File: config.mk
export PLATFORM = sky130hd
export DESIGN_NAME = axil_xfer_regs
export DESIGN_NICKNAME = d
export VERILOG_FILES = /design/src/rtl/axil_xfer_regs_pkg.sv /design/src/rtl/axil_xfer_regs.sv
export SDC_FILE = /design/constraint.sdc
export NUM_CORES = 1
export LEC_CHECK = 0
export BUFFER_PORTS_ARGS = -buffer_cell sky130_fd_sc_hd__buf_4
export CAP_MARGIN = 20
export CORE_ASPECT_RATIO = 0.7
export CORE_MARGIN = 3
export CORE_UTILIZATION = 40
export CTS_CLUSTER_SIZE = 28
export DETAILED_ROUTE_END_ITERATION = 10
export GPL_TIMING_DRIVEN = 1
export MAX_ROUTING_LAYER = met4
export PLACE_DENSITY = 0.76
export SETUP_SLACK_MARGIN = 0.15
export SLEW_MARGIN = 25
export SYNTH_ARGS = -nofsm -noshare
export SYNTH_HDL_FRONTEND = slang
export SYNTH_SLANG_ARGS = --single-unit
File: constraint.sdc
create_clock -name aclk -period 14.3 [get_ports aclk]
set_input_delay 2.86 -clock aclk [delete_from_list [all_inputs] [get_ports aclk]]
set_output_delay 2.86 -clock aclk [all_outputs]
set_load 0.02 [all_outputs]
File: src/rtl/axil_xfer_regs_pkg.sv
// Shared constants, state encodings and helpers for the AXI4-Lite transfer register block.
package axil_xfer_regs_pkg;

    localparam logic [31:0] OFF_CTRL    = 32'h000;
    localparam logic [31:0] OFF_STATUS  = 32'h004;
    localparam logic [31:0] OFF_WR_ADDR = 32'h010;
    localparam logic [31:0] OFF_RD_ADDR = 32'h014;
    localparam logic [31:0] OFF_WDATA0  = 32'h018;
    localparam logic [31:0] OFF_WDATA1  = 32'h01C;
    localparam logic [31:0] OFF_WDATA2  = 32'h020;
    localparam logic [31:0] OFF_WDATA3  = 32'h024;
    localparam logic [31:0] OFF_RDATA0  = 32'h028;
    localparam logic [31:0] OFF_RDATA1  = 32'h02C;
    localparam logic [31:0] OFF_RDATA2  = 32'h030;
    localparam logic [31:0] OFF_RDATA3  = 32'h034;

    localparam int CTRL_START_WR = 0;
    localparam int CTRL_START_RD = 1;
    localparam int STAT_WR_DONE  = 0;
    localparam int STAT_RD_DONE  = 1;
    localparam int STAT_BUSY     = 2;

    localparam logic [1:0] RESP_OKAY   = 2'b00;
    localparam logic [1:0] RESP_SLVERR = 2'b10;

    typedef enum logic [1:0] {WR_IDLE, WR_HOLD, WR_RESP} wr_state_t;
    typedef enum logic {RD_IDLE, RD_RESP} rd_state_t;

    function automatic logic [31:0] apply_strb(input logic [31:0] old_val,
                                               input logic [31:0] new_val,
                                               input logic [3:0]  strb);
        logic [31:0] res;
        res = old_val;
        for (int i = 0; i < 4; i++) begin
            if (strb[i]) res[8*i +: 8] = new_val[8*i +: 8];
        end
        return res;
    endfunction

endpackage

File: src/rtl/axil_xfer_regs.sv
// AXI4-Lite register block that launches an external 4-word write/read engine and
// reports its completion through sticky status bits.
module axil_xfer_regs
    import axil_xfer_regs_pkg::*;
#(
    parameter int C_DECODE_W = 8,
    parameter int C_ADDR_W   = 32
) (
    input  logic                aclk,
    input  logic                areset,
    input  logic [C_ADDR_W-1:0] s_axi_awaddr,
    input  logic                s_axi_awvalid,
    output logic                s_axi_awready,
    input  logic [31:0]         s_axi_wdata,
    input  logic [3:0]          s_axi_wstrb,
    input  logic                s_axi_wvalid,
    output logic                s_axi_wready,
    output logic [1:0]          s_axi_bresp,
    output logic                s_axi_bvalid,
    input  logic                s_axi_bready,
    input  logic [C_ADDR_W-1:0] s_axi_araddr,
    input  logic                s_axi_arvalid,
    output logic                s_axi_arready,
    output logic [31:0]         s_axi_rdata,
    output logic [1:0]          s_axi_rresp,
    output logic                s_axi_rvalid,
    input  logic                s_axi_rready,
    output logic                start_wr,
    output logic                start_rd,
    output logic [31:0]         wr_addr,
    output logic [31:0]         rd_addr,
    output logic [127:0]        wdata,
    input  logic                wr_done_i,
    input  logic                rd_done_i,
    input  logic [127:0]        rdata_i,
    output logic                wr_done,
    output logic                rd_done
);

    wr_state_t wr_state_q, wr_state_d;
    rd_state_t rd_state_q, rd_state_d;

    logic                  ready_en_q;
    logic                  aw_held_q, w_held_q;
    logic [C_DECODE_W-1:0] aw_off_q;
    logic [31:0]           wbeat_data_q;
    logic [3:0]            wbeat_strb_q;
    logic [1:0]            bresp_q, bresp_d;
    logic [31:0]           rdata_q, rdata_d;
    logic [1:0]            rresp_q, rresp_d;

    logic [31:0]           wr_addr_q, rd_addr_q;
    logic [3:0][31:0]      wdat_q, rdat_q;
    logic                  busy_q, wr_done_q, rd_done_q;
    logic                  start_wr_q, start_rd_q;

    logic        aw_hs, w_hs, ar_hs, wr_fire, go_wr, go_rd;
    logic        w_mapped, ctrl_hit, ctrl_bad;
    logic [1:0]  ctrl_bits;
    logic [31:0] woff, roff, status;

    // Upper address bits are deliberately not decoded.
    logic unused_addr;
    assign unused_addr = ^{s_axi_awaddr, s_axi_araddr};

    assign s_axi_awready = ready_en_q && !aw_held_q && (wr_state_q != WR_RESP);
    assign s_axi_wready  = ready_en_q && !w_held_q && (wr_state_q != WR_RESP);
    assign s_axi_bvalid  = (wr_state_q == WR_RESP);
    assign s_axi_bresp   = bresp_q;
    assign s_axi_arready = ready_en_q && (rd_state_q == RD_IDLE);
    assign s_axi_rvalid  = (rd_state_q == RD_RESP);
    assign s_axi_rdata   = rdata_q;
    assign s_axi_rresp   = rresp_q;

    assign aw_hs   = s_axi_awvalid && s_axi_awready;
    assign w_hs    = s_axi_wvalid && s_axi_wready;
    assign ar_hs   = s_axi_arvalid && s_axi_arready;
    assign wr_fire = (wr_state_q == WR_HOLD) && aw_held_q && w_held_q;

    assign start_wr = start_wr_q;
    assign start_rd = start_rd_q;
    assign wr_addr  = wr_addr_q;
    assign rd_addr  = rd_addr_q;
    assign wdata    = wdat_q;
    assign wr_done  = wr_done_q;
    assign rd_done  = rd_done_q;
    assign status   = {29'b0, busy_q, rd_done_q, wr_done_q};

    always_comb begin
        wr_state_d = wr_state_q;
        case (wr_state_q)
            WR_IDLE: if (aw_hs || w_hs) wr_state_d = WR_HOLD;
            WR_HOLD: if (aw_held_q && w_held_q) wr_state_d = WR_RESP;
            WR_RESP: if (s_axi_bready) wr_state_d = WR_IDLE;
            default: wr_state_d = WR_IDLE;
        endcase
    end

    always_comb begin
        rd_state_d = rd_state_q;
        case (rd_state_q)
            RD_IDLE: if (ar_hs) rd_state_d = RD_RESP;
            RD_RESP: if (s_axi_rready) rd_state_d = RD_IDLE;
            default: rd_state_d = RD_IDLE;
        endcase
    end

    // Write decode; every mapped offset is word aligned, so misaligned ones fall to default.
    always_comb begin
        woff      = 32'(aw_off_q);
        ctrl_bits = wbeat_data_q[CTRL_START_RD:CTRL_START_WR] & {2{wbeat_strb_q[0]}};
        ctrl_hit  = (woff == OFF_CTRL);
        ctrl_bad  = ctrl_hit && ((ctrl_bits == 2'b11) || ((ctrl_bits != 2'b00) && busy_q));
        go_wr     = wr_fire && ctrl_hit && (ctrl_bits == 2'b01) && !busy_q;
        go_rd     = wr_fire && ctrl_hit && (ctrl_bits == 2'b10) && !busy_q;
        case (woff)
            OFF_CTRL, OFF_STATUS, OFF_WR_ADDR, OFF_RD_ADDR,
            OFF_WDATA0, OFF_WDATA1, OFF_WDATA2, OFF_WDATA3,
            OFF_RDATA0, OFF_RDATA1, OFF_RDATA2, OFF_RDATA3: w_mapped = 1'b1;
            default:                                         w_mapped = 1'b0;
        endcase
        bresp_d = (!w_mapped || ctrl_bad) ? RESP_SLVERR : RESP_OKAY;
    end

    always_comb begin
        roff    = 32'(s_axi_araddr[C_DECODE_W-1:0]);
        rresp_d = RESP_OKAY;
        rdata_d = 32'h0;
        case (roff)
            OFF_CTRL:    rdata_d = 32'h0;
            OFF_STATUS:  rdata_d = status;
            OFF_WR_ADDR: rdata_d = wr_addr_q;
            OFF_RD_ADDR: rdata_d = rd_addr_q;
            OFF_WDATA0:  rdata_d = wdat_q[0];
            OFF_WDATA1:  rdata_d = wdat_q[1];
            OFF_WDATA2:  rdata_d = wdat_q[2];
            OFF_WDATA3:  rdata_d = wdat_q[3];
            OFF_RDATA0:  rdata_d = rdat_q[0];
            OFF_RDATA1:  rdata_d = rdat_q[1];
            OFF_RDATA2:  rdata_d = rdat_q[2];
            OFF_RDATA3:  rdata_d = rdat_q[3];
            default:     rresp_d = RESP_SLVERR;
        endcase
    end

    always_ff @(posedge aclk or posedge areset) begin
        if (areset) begin
            wr_state_q   <= WR_IDLE;
            rd_state_q   <= RD_IDLE;
            ready_en_q   <= 1'b0;
            aw_held_q    <= 1'b0;
            w_held_q     <= 1'b0;
            aw_off_q     <= '0;
            wbeat_data_q <= 32'h0;
            wbeat_strb_q <= 4'h0;
            bresp_q      <= RESP_OKAY;
            rdata_q      <= 32'h0;
            rresp_q      <= RESP_OKAY;
        end else begin
            wr_state_q <= wr_state_d;
            rd_state_q <= rd_state_d;
            ready_en_q <= 1'b1;
            if (aw_hs) begin
                aw_held_q <= 1'b1;
                aw_off_q  <= s_axi_awaddr[C_DECODE_W-1:0];
            end
            if (w_hs) begin
                w_held_q     <= 1'b1;
                wbeat_data_q <= s_axi_wdata;
                wbeat_strb_q <= s_axi_wstrb;
            end
            if (wr_fire) bresp_q <= bresp_d;
            if ((wr_state_q == WR_RESP) && s_axi_bready) begin
                aw_held_q <= 1'b0;
                w_held_q  <= 1'b0;
            end
            if (ar_hs) begin
                rdata_q <= rdata_d;
                rresp_q <= rresp_d;
            end
        end
    end

    // Starts require idle and completions require busy, so the two never collide.
    always_ff @(posedge aclk or posedge areset) begin
        if (areset) begin
            wr_addr_q  <= 32'h0;
            rd_addr_q  <= 32'h0;
            wdat_q     <= '0;
            rdat_q     <= '0;
            busy_q     <= 1'b0;
            wr_done_q  <= 1'b0;
            rd_done_q  <= 1'b0;
            start_wr_q <= 1'b0;
            start_rd_q <= 1'b0;
        end else begin
            start_wr_q <= go_wr;
            start_rd_q <= go_rd;
            if (wr_fire) begin
                case (woff)
                    OFF_WR_ADDR: wr_addr_q <= apply_strb(wr_addr_q, wbeat_data_q, wbeat_strb_q);
                    OFF_RD_ADDR: rd_addr_q <= apply_strb(rd_addr_q, wbeat_data_q, wbeat_strb_q);
                    OFF_WDATA0:  wdat_q[0] <= apply_strb(wdat_q[0], wbeat_data_q, wbeat_strb_q);
                    OFF_WDATA1:  wdat_q[1] <= apply_strb(wdat_q[1], wbeat_data_q, wbeat_strb_q);
                    OFF_WDATA2:  wdat_q[2] <= apply_strb(wdat_q[2], wbeat_data_q, wbeat_strb_q);
                    OFF_WDATA3:  wdat_q[3] <= apply_strb(wdat_q[3], wbeat_data_q, wbeat_strb_q);
                    default: ;
                endcase
            end
            if (go_wr) begin
                wr_done_q <= 1'b0;
                busy_q    <= 1'b1;
            end
            if (go_rd) begin
                rd_done_q <= 1'b0;
                busy_q    <= 1'b1;
            end
            if (busy_q && wr_done_i) begin
                wr_done_q <= 1'b1;
                busy_q    <= 1'b0;
            end
            if (busy_q && rd_done_i) begin
                rd_done_q <= 1'b1;
                busy_q    <= 1'b0;
                rdat_q    <= rdata_i;
            end
        end
    end

endmodule

After elaboration in Yosys (flattened, before gate mapping):

Index checks and enable logic that the tools add are counted.

* bits in registers: 411
* bits of input ports: 237
* output and inout port bits: 237
* logic and storage cells: 164

* eq/ne operators: 31
* muxes and demuxes: 23
* bitwise logic cells: 2
* reductions and logical operators: 64

Operator list (count)
* $pmux W32 S11: 1
* $eq A8 B6 Y1 const B: 12
* $reduce_and A3 Y1: 25
* $eq A8 B5 Y1 const B: 8
* $reduce_or A12 Y1: 2
* $logic_and A1 B1 Y1: 21
* $eq A8 B3 Y1 const B: 2
* $logic_not A8 Y1: 2
* $mux W1: 15
* $mux W2: 5
* $reduce_bool A2 Y1: 5
* $eq A2 B2 Y1 const B: 3
* $pmux W2 S3: 1
* $eq A2 B1 Y1 const B: 2
* $logic_not A1 Y1: 4
* $ne A2 B1 Y1 const B: 2
* $ne A2 B2 Y1 const B: 2
* $reduce_bool A4 Y1: 1
* $logic_or A1 B1 Y1: 3
* $and A2 B2 Y2: 1
* $logic_not A2 Y1: 1
* $pmux W1 S2: 1
* $not A1 Y1: 1

Logic depth before layout (Yosys ltp):

Gate-level depths: netlist of the first run.

* depth after elaboration: 10
* gate-level depth with buffers: 8
* gate-level depth less buffers: 5

Least setup slack after synthesis of the first run:

No wires, ideal clock.

* path kind: input-to-reg
* from: input s_axi_araddr[5]
* to: register rdata_q[21], in the netlist s_axi_rdata[21]
* setup time: 0.135 ns
* arrival: 4.086 ns
* required time: 14.165 ns
* slack: 10.079 ns
* stages on the path: 7
* buffers on the path: 3
* cells stage by stage: buf_2 -> buf_2 -> buf_2 -> o21ai_0 -> a222oi_1 -> o2111ai_1 -> a21boi_1

* longest elaborated chain between the ends: 2
* elaborated cells on any way between the ends: 12
* classes of those cells: eq/ne (11); mux (1)

Ends and longest elaborated chain
* start, declared: RTL line axil_xfer_regs.sv:21 `input logic [C_ADDR_W-1:0] s_axi_araddr,`
* $eq A8 B6 Y1 (tied with other cells): RTL line axil_xfer_regs.sv:129 `case (roff)`
* $pmux W32 S11 *: RTL line axil_xfer_regs.sv:129
* end signal, assigned: RTL line axil_xfer_regs.sv:178 `rdata_q <= rdata_d;`
* end, declared: RTL line axil_xfer_regs.sv:49 `logic [31:0] rdata_q, rdata_d;`

Every way passes the cells marked *; elsewhere a longest branch is shown, timed or not.
A chain may end at the register's enable or synchronous reset.

Final worst setup path of the first run:

* from: input s_axi_araddr[3]
* to: register rdata_q[10], in the netlist s_axi_rdata[10]

Same word-level chain as after synthesis.

==> results of run 1 <==
power by group:
part	internal [uW]	switching [uW]
Clock	700	477
Combinational	245	238
Sequential	1300	184
Total	2250	899
critical path: cells and delay by family:
family	cells	cell delay, ps
AND/OR/NAND/NOR	2	1270
AO/OA/AOI/OAI	3	610
buffers and inverters	2	930
logic make-up (layout without fill, tap and decap cells):
| logic type | Yosys count | in the layout | synth area share |
|---|---|---|---|
| buffers and inverters | 87 | 525 | 0.0238 |
| and+or+nand+nor | 188 | 188 | 0.0598 |
| xor gates and xnor gates | 2 | 2 | 0.000958 |
| AOI/OAI and AO/OA | 216 | 216 | 0.0842 |
| other | 2 | 7 | 0.000411 |
| muxes | 443 | 443 | 0.271 |
| DFF | 409 | 409 | 0.560 |
worst min-delay path by stage:
stage / startpoint / endpoint / slack (ps)
floorplan: wr_state_q[1] / wr_state_q[0] / 420
global placement: wr_state_q[1] / wr_state_q[0] / 430
detailed placement: wr_state_q[1] / wr_state_q[0] / 440
CTS: wr_state_q[1] / wr_state_q[0] / 450
global route: wr_state_q[1] / wr_state_q[0] / 470
finish: wr_state_q[1] / wr_state_q[0] / 470
final cells by class:
cell class                 instances  share of cell area
antenna                            4            0.000426
clock buffer                      61              0.0547
clock inverter                    15             0.00836
inverter                           4            0.000798
multi-input combinational        852               0.325
sequential                       409               0.435
tap                              594              0.0316
timing repair buffer             445               0.143
placed cells by master (no fill, tap or decap), types with 5 or more instances in the layout:
cell,instances
clkbuf_1,6
nand2_1,63
a22o_1,15
nor3_1,7
a222oi_1,8
dfrtp_1,409
a21o_1,9
nor3b_1,5
and3_1,8
mux2_2,381
mux2_1,15
a22oi_1,45
a32oi_1,5
clkbuf_16,45
clkbuf_8,10
a31oi_1,5
nand3_1,28
o211ai_1,5
o21ai_0,34
o21ai_1,7
and2_1,13
clkinv_2,5
mux2i_1,45
a211oi_1,10
nor2_1,18
a2bb2oi_1,10
buf_4,443
o2bb2ai_1,10
a21oi_1,24
o22ai_1,11
cell usage after synthesis, types with 4 or more instances:
master | instances | share of area
dfrtp_1 | 409 | 0.56
mux2_2 | 381 | 0.23
nand2_1 | 64 | 0.013
a22oi_1 | 45 | 0.018
mux2i_1 | 45 | 0.025
buf_2 | 40 | 0.011
o21ai_0 | 34 | 0.0093
nand3_1 | 28 | 0.0077
clkbuf_1 | 26 | 0.0053
a21oi_1 | 24 | 0.0066
nor2_1 | 18 | 0.0037
a22o_1 | 15 | 0.0072
mux2_1 | 15 | 0.0092
and2_1 | 13 | 0.0044
buf_4 | 13 | 0.0053
o22ai_1 | 11 | 0.0038
a211oi_1 | 10 | 0.0041
a2bb2oi_1 | 10 | 0.0048
o2bb2ai_1 | 10 | 0.0048
a21o_1 | 9 | 0.0037
a222oi_1 | 8 | 0.0044
and3_1 | 8 | 0.0027
nor3_1 | 7 | 0.0019
o21ai_1 | 7 | 0.0019
nor3b_1 | 6 | 0.0025
a31oi_1 | 5 | 0.0017
a32oi_1 | 5 | 0.0024
o211ai_1 | 5 | 0.0021
inv_1 | 4 | 0.00082
nand4_1 | 4 | 0.0014
nor2_2 | 4 | 0.0014
nor2b_1 | 4 | 0.0014
o221ai_1 | 4 | 0.0019
registers in the layout (all words and copies together) (netlist names), 2 cells and up:
| register | count |
|---|---|
| wbeat_data_q | 32 |
| rdat_q | 128 |
| rd_addr | 32 |
| wr_state_q | 2 |
| aw_off_q | 8 |
| wdata | 128 |
| wr_addr | 32 |
| s_axi_rdata | 32 |
| wbeat_strb_q | 4 |
metrics by stage:
step,hold slack [ps],setup WS (ps),cells
floorplan,419,5930,1348
global route,475,9000,2384
global placement,432,8570,2303
detailed placement,444,8530,2303
finish,469,9040,2384
CTS,449,9100,2379
metal layers:
| layer | vias up | part of all wire |
|---|---|---|
| met5 | - | 0 |
| met4 | 0 | 0.035 |
| met3 | 128 | 0.084 |
| met2 | 622 | 0.47 |
| met1 | 7096 | 0.41 |
| li1 | 5828 | - |
==> summary.txt, run 1 <==
Root Driver: clkbuf_16
Vias per cell: 5.74
Pwr Total: 3150 uW
PortBufs: 423
Average size of a mapped cell: 13.6 um^2
Worst Hold Class: reg -> reg
DRC viols: 0
Skew-Pair Late Insertion Delay: 550 ps
Met1 Use GR: 0.359
# H-tree levels: 2
Ports: 474
Final Slew Violations: 0
Worst Path Required: 14750 ps
Die height: 185 um
Seq/Total Area, Yosys: 0.560
RSZ-0062 raised after global routing: no
Asr flop ratio synth: 1.00
Total global routing overflow: 0
Clock Pin Slew Worst Setup and Hold Paths: 60 ps
Relative slew slack: 0.261
Largest net degree at the start of global routing: 173
Share of layout cells above drive strength 1: 0.516
Clock Skew: 26.1 ps
CP endpoint: s_axi_rdata[10]
CTS tree: built
Fillers: 3772
Worst VDD drop: 0.0907 mV
EDFF count, synth: 0
Final Hold Viols: 0
R2R Setup Slk: 11750 ps
Detailed Place HPWL: 46.8 mm
Slowest CP cell: and2_1
Post-CTS Setup Repair Bufs: 0
Die ar.: 48300 um^2
Fin Setup TNS: 0 ps
Syn Inst Count: 1347
Setup Viol. Count Final: 0
Crit path top cell by count: buf_4
Crit path kind: in -> reg
Post-synth cell types: 72
Post-cts resize count: 0
Status: finished, final reports clean
PwrDens: 134 nW/um^2
Slew @ Worst Pin: 1110 ps
FF-to-FF path depth: 4
CTS buffer count: 43
M3 GR Usage: 0.0615
Maxcap violations: 0
Period utilization: 0.368
CP Max Fanout: 29
Multi-input logic area: 7650 um^2
Register area: 10200 um^2
Cell Area, Placed: 22000 um^2
Antenna violations before repair: 5
GP Congestion: 0.907
Routed Antenna Nets: 0
Crit-path max cell delay: 880 ps
Min-Delay Path Depth: 1
Final Net Count: 1992
Clock buffer depth: 3
Detailed-route via count: 13700
Leak: 0.0116 uW
Util after Layout: 0.529
GRT Util Overall: 0.279
Hold_buf cts: 0
Number of global-route vias before repair: 14400
CP arrival: 5710 ps
Initial core utilization: 0.411
Critical R2R Capture: wdata[45]
Detailed Route Iter0 Violations: 1080
Achievable Freq: 0.190 GHz
Core ar.: 44400 um^2
Yosys Warn Count: 0
Synthesized flop and latch total: 409
RR Startpoint: aw_off_q[5]
Synth Flop Type: dfrtp_1
Routed wire length: 66.4 mm
M2 GR Usage: 0.439
Die X: 262 um
GRT Max-Usage Layer: met2
DR pass1 iterations: 6
Critical-path cell list: buf_4 -> buf_4 -> and4bb_2 -> and2_1 -> a222oi_1 -> o2111a_1 -> a21oi_1
Post-layout minimum cycle time: 5260 ps
Row count: 64
Area delta synth->final: 28.6%
Worst setup SP type: primary input
Setup crit end kind: flop
Final Cell Area: 23500 um^2
Critical Path Source: s_axi_araddr[3]
Clock sink count: 409
First-pass GRT wire length: 95.6 mm
Post-synthesis cell area: 18300 um^2
DR WL/cell: 27.9 um
(Power assumes the default switching activity.)
==> run 2: changes to the inputs <==
--- a/config.mk
+++ b/config.mk
@@ -5,6 +5,7 @@
 export SDC_FILE = /design/constraint.sdc
 export NUM_CORES = 1
 export LEC_CHECK = 0
+export ABC_AREA = 1
 export BUFFER_PORTS_ARGS = -buffer_cell sky130_fd_sc_hd__buf_4
 export CAP_MARGIN = 20
 export CORE_ASPECT_RATIO = 0.7
@@ -14,7 +15,7 @@
 export DETAILED_ROUTE_END_ITERATION = 10
 export GPL_TIMING_DRIVEN = 1
 export MAX_ROUTING_LAYER = met4
-export PLACE_DENSITY = 0.76
+export PLACE_DENSITY = 0.73
 export SETUP_SLACK_MARGIN = 0.15
 export SLEW_MARGIN = 25
 export SYNTH_ARGS = -nofsm -noshare
==> constraint.sdc (replaced) <==
create_clock -name aclk -period 5.18 [get_ports aclk]
set_input_delay 1.036 -clock aclk [delete_from_list [all_inputs] [get_ports aclk]]
set_output_delay 1.036 -clock aclk [all_outputs]
set_load 0.02 [all_outputs]
==> summary.txt, run 2 <==
Core ar.: 44400 um^2
Area delta synth->final: 28.4%
Clock Pin Slew Worst Setup and Hold Paths: 60 ps
Worst VDD drop: 0.234 mV
Skew-Pair Late Insertion Delay: 540 ps
Setup Viol. Count Final: 0
Post-synth top area share: 0.558
Period utilization: 0.531
Util after Layout: 0.530
Setup crit end kind: flop
Detailed-route via count: 17400
Leak: 0.0126 uW
Vias per cell: 5.27
Largest net degree at the start of global routing: 119
PortBufs: 423
Finished Layout Cells: 3293
Yosys Warn Count: 0
Post-CTS Setup Repair Bufs: 0
DRC viols: 0
Ports: 474
Asr flop ratio synth: 1.00
Die X: 262 um
Post-layout minimum cycle time: 2750 ps
Most instantiated cells after synthesis: 940 x nand2_1, 409 x dfrtp_1, 302 x nand3_1, 139 x o21ai_0, 132 x nor2_1
Synth area leaders: dfrtp_1 56%, nand2_1 19%, nand3_1 8.2%, o21ai_0 3.8%, nor2_1 2.7%
Slew @ Worst Pin: 1080 ps
First-pass GRT wire length: 98.2 mm
Cell with the most instances after synthesis: nand2_1
Post-synth cell types: 27
Seq/Total Area, Yosys: 0.558
CP arrival: 3230 ps
Post-cts resize count: 0
Final Net Count: 2903
Relative slew slack: 0.280
Post-synthesis cell area: 18300 um^2
Detailed Route Iter0 Violations: 1662
Root Driver: clkbuf_16
Synth Flop Type: dfrtp_1
Worst setup SP type: primary input
Share of layout cells above drive strength 1: 0.213
Syn Inst Count: 2304
Maxcap violations: 0
Status: finished, final reports clean
Worst hold slack: 480 ps
Row count: 64
R2R Setup Slk: 2800 ps
DR WL/cell: 20.1 um
Die ar.: 48500 um^2
Crit path kind: in -> reg
Most common cell after layout, fill and taps aside: nand2_1
Number of global-route vias before repair: 16400
Most frequent cells in the layout: 937 x nand2_1, 443 x buf_4, 409 x dfrtp_1
Worst Path Required: 5660 ps
Hold_buf cts: 0
Post-synth top area cell: dfrtp_1
Clock buffer depth: 3
Initial core utilization: 0.412
EDFF count, synth: 0
Worst Hold Class: reg -> reg
CTS tree: built
Final Hold Viols: 0
Routed wire length: 66.3 mm
PwrDens: 381 nW/um^2
Total global routing overflow: 0
Final Slew Violations: 0
Detailed Place HPWL: 47.5 mm
DP Cell Count: 3215
Die height: 185 um
CTS buffer count: 43
GP Congestion: 0.926
Synthesized flop and latch total: 409
# H-tree levels: 2
GRT Util Overall: 0.275
DR pass1 iterations: 6
CP Max Fanout: 28
Pwr Total: 8960 uW
Average size of a mapped cell: 7.96 um^2
Clock Skew: 16.9 ps
Clock sink count: 409
Antenna violations before repair: 1
RSZ-0062 raised after global routing: no
Achievable Freq: 0.363 GHz
Routed Antenna Nets: 0
==> run 2: changes by cell type in the layout (fill, tap and decap cells not counted), sizes merged, moves of 11 or more <==
cell,change
nand2,+883
mux2,-394
nand3,+274
o21ai,+166
nor2,+116
inv,+98
a22oi,-45
mux2i,-45
a21oi,+23
a22o,-15
and2,-14
o22ai,-11
==> run 2: metal layers <==
| layer | GRT usage | vias to the layer above | part of all wire |
|---|---|---|---|
| met1 | 0.359 | 8399 | 0.40 |
| met5 | - | - | 0 |
| met4 | 0.0804 | 0 | 0.030 |
| met3 | 0.0596 | 119 | 0.095 |
| met2 | 0.435 | 774 | 0.47 |
| li1 | - | 8077 | - |
==> run 2: kinds of logic after synthesis <==
group / Yosys count / synth area share
compound gates: 254 / 0.0726
buf+inv: 234 / 0.0519
flops: 409 / 0.558
mux: 2 / 0.00123
other cells: 2 / 0.000410
simple gates: 1403 / 0.316
==> run 2: cell type report <==
type                            count  area [um^2]
Tap cell                          594          743
Timing Repair Buffer              448         3430
Multi-Input combinational cell   1662         7220
Clock inverter                     19          283
Inverter                          102          389
Sequential cell                   409        10200
Fill cell                        4089        20900
Antenna cell                        1         2.50
Clock buffer                       58         1240
==> run 2: worst max-delay path, cell delays in order <==
cell     delay [ps]
buf_4           110
inv_1            50
nand2_1         220
nor2_4          890
buf_4           390
nand3_1         110
nand2_1         130
nor2_1           60
nand3_1          80
nand2_1          60
nand2_1          80
==> run 2: per-stage QoR <==
step	setup TNS, ps	worst slack [ps]	cell area, um^2
after detailed placement	0	1940	22000
final	0	2430	23500
after floorplan	-559370	-1370	18300
after global placement	0	1960	22000
after CTS	0	2490	23500
after global routing	0	2270	23500
==> run 2: path summary, 6_finish.rpt <==
path / startpoint / end / depth (start not counted)
setup / recovery: s_axi_araddr[0] / s_axi_rdata[3] / 11
hold / removal: rdat_q[36] / rdat_q[36] / 2
setup reg to reg: busy_q / rdat_q[19] / 5
hold reg to reg: rdat_q[36] / rdat_q[36] / 2
max in group asynchronous: areset / wdata[32] / 3
min in group asynchronous: areset / wbeat_data_q[7] / 2
==> run 2: power by group <==
group,internal [uW],switching (uW)
combinational,493,1010
sequential,3780,333
clock,2030,1310
==> run 3: changes to the inputs <==
--- a/config.mk
+++ b/config.mk
@@ -5,7 +5,7 @@
 export SDC_FILE = /design/constraint.sdc
 export NUM_CORES = 1
 export LEC_CHECK = 0
-export ABC_AREA = 1
+export ABC_AREA = 0
 export BUFFER_PORTS_ARGS = -buffer_cell sky130_fd_sc_hd__buf_4
 export CAP_MARGIN = 20
 export CORE_ASPECT_RATIO = 0.7
@@ -15,7 +15,7 @@
 export DETAILED_ROUTE_END_ITERATION = 10
 export GPL_TIMING_DRIVEN = 1
 export MAX_ROUTING_LAYER = met4
-export PLACE_DENSITY = 0.73
+export PLACE_DENSITY = 0.76
 export SETUP_SLACK_MARGIN = 0.15
 export SLEW_MARGIN = 25
 export SYNTH_ARGS = -nofsm -noshare
==> constraint.sdc (replaced) <==
create_clock -name aclk -period 2.3 [get_ports aclk]
set_input_delay 0.46 -clock aclk [delete_from_list [all_inputs] [get_ports aclk]]
set_output_delay 0.46 -clock aclk [all_outputs]
set_load 0.02 [all_outputs]
==> summary.txt, run 3 (synthesized netlist as in run 1, its figures left out) <==
DRC viols: 0
Critical-path cell list: nor4b_4 -> buf_4 -> and3_1 -> buf_4 -> nand2_1 -> buf_4 -> mux2_1
Post-layout minimum cycle time: 2050 ps
Number of global-route vias before repair: 14600
Vias per cell: 5.70
Met1 Use GR: 0.360
Final Net Count: 2085
GRT Max-Usage Layer: met2
RSZ-0062 raised after global routing: no
CTS tree: built
Worst VDD drop: 0.628 mV
Detailed Route Iter0 Violations: 988
Ports: 474
Core ar.: 44400 um^2
Worst Path Required: 2720 ps
M3 GR Usage: 0.0564
Detailed Place HPWL: 50.6 mm
Clock Skew: 16.7 ps
Leak: 0.0122 uW
CP arrival: 2470 ps
Die ar.: 48300 um^2
CP Max Fanout: 8
Skew-Pair Late Insertion Delay: 550 ps
Worst hold slack: 105 ps
Most common cell after layout, fill and taps aside: buf_4
Delay-heaviest family, CP: simple AND/OR/NAND/NOR gates
Setup crit end kind: flop
Routed Antenna Nets: 0
First-pass GRT wire length: 96.4 mm
Slew @ Worst Pin: 725 ps
Achievable Freq: 0.488 GHz
Share of layout cells above drive strength 1: 0.541
CTS buffer count: 42
Period utilization: 0.891
Final Slew Violations: 0
Largest net degree at the start of global routing: 95
Clock Pin Slew Worst Setup and Hold Paths: 60 ps
Routed wire length: 67.8 mm
Detailed-route via count: 14100
GP Congestion: 0.953
PwrDens: 809 nW/um^2
Crit path top cell by count: buf_4
GRT Util Overall: 0.281
Relative slew slack: 0.516
Maxcap violations: 0
M2 GR Usage: 0.443
# H-tree levels: 2
Util after Layout: 0.551
Slowest CP cell: dfrtp_2
DR pass1 iterations: 5
Crit-path max cell delay: 440 ps
DR WL/cell: 27.4 um
Clock sink count: 409
Worst setup SP type: flop
Clock buffer depth: 3
Crit path kind: reg -> reg
Die height: 185 um
Area delta synth->final: 33.9%
Die X: 262 um
Buf+Inv Stages, Crit Path: 3
Antenna violations before repair: 6
Most frequent cells in the layout: 514 x buf_4, 408 x dfrtp_1, 381 x mux2_2
Total global routing overflow: 0
Worst Hold Class: in -> reg
PortBufs: 423
Initial core utilization: 0.411
Final Hold Viols: 0
Status: finished, final reports clean
Root Driver: clkbuf_16
Setup Viol. Count Final: 0
Row count: 64
==> run 3: cell types whose count changed in the layout (fill, tap and decap cells not counted), sizes merged, moves of 45 or more <==
cell / before / now
a22oi: 0 / 45
buf: 448 / 538
inv: 103 / 4
mux2: 2 / 396
mux2i: 0 / 45
nand2: 949 / 66
nand3: 303 / 29
nor2: 141 / 25
o21ai: 207 / 41
==> run 3: area by class of cell <==
class	count	area [um^2]
Timing Repair Buffer	539	4340
Antenna cell	7	17.5
Multi-Input combinational cell	852	7650
Sequential cell	409	10200
Inverter	4	18.8
Tap cell	594	743
Clock buffer	59	1260
Fill cell	3740	20000
Clock inverter	16	213
==> run 3: worst register-to-register path: cells and delay by family (launching register included) <==
kind                   cells  cell delay (ps)
buffers and inverters      3              540
DFF                        1              440
muxes                      1              330
and+or+nand+nor            3              600
==> run 3: worst paths after layout <==
check / start / endpoint / slack (ps) / cells past startpoint
max in group asynchronous: areset / rdat_q[8] / 970 / 4
max reg2reg: aw_off_q[5] / rd_addr[12] / 250 / 7
min in group asynchronous: areset / wbeat_data_q[16] / 480 / 3
max: aw_off_q[5] / rd_addr[12] / 250 / 7
min: s_axi_rready / s_axi_rvalid / 110 / 2
min reg2reg: wr_state_q[1] / wr_state_q[0] / 450 / 1
==> run 3: stage by stage <==
| stage | power [uW] | area (um^2) | TNS (ps) | cells | setup WS (ps) |
|---|---|---|---|---|---|
| after global routing | 20500 | 24500 | 0 | 2479 | 146 |
| after floorplan | 10800 | 18300 | -1501700 | 1348 | -3670 |
| after global placement | 12400 | 22900 | -1840 | 2395 | -185 |
| final | 19800 | 24500 | 0 | 2480 | 250 |
| after CTS | 19900 | 24400 | 0 | 2471 | 180 |
| after detailed placement | 12600 | 22900 | -3370 | 2395 | -312 |
==> run 3: repair_timing <==
action	in CTS	in global routing
hold endpoints to repair	9	0
cloned	0	0
setup buffers	0	2
setup endpoints to repair	1	27
gates resized for setup	0	4
hold buffers	1	0
pin swaps	2	2
==> run 3: routing by layer <==
metal | part of all wire | up-vias
li1 | - | 6034
met1 | 0.42 | 7364
met2 | 0.47 | 610
met3 | 0.072 | 133
met4 | 0.040 | 0
met5 | 0 | -
==> run 3: report_power, final <==
part           internal, uW  switching, uW
sequential             8100           1200
combinational          1660           1530
clock                  4380           2920
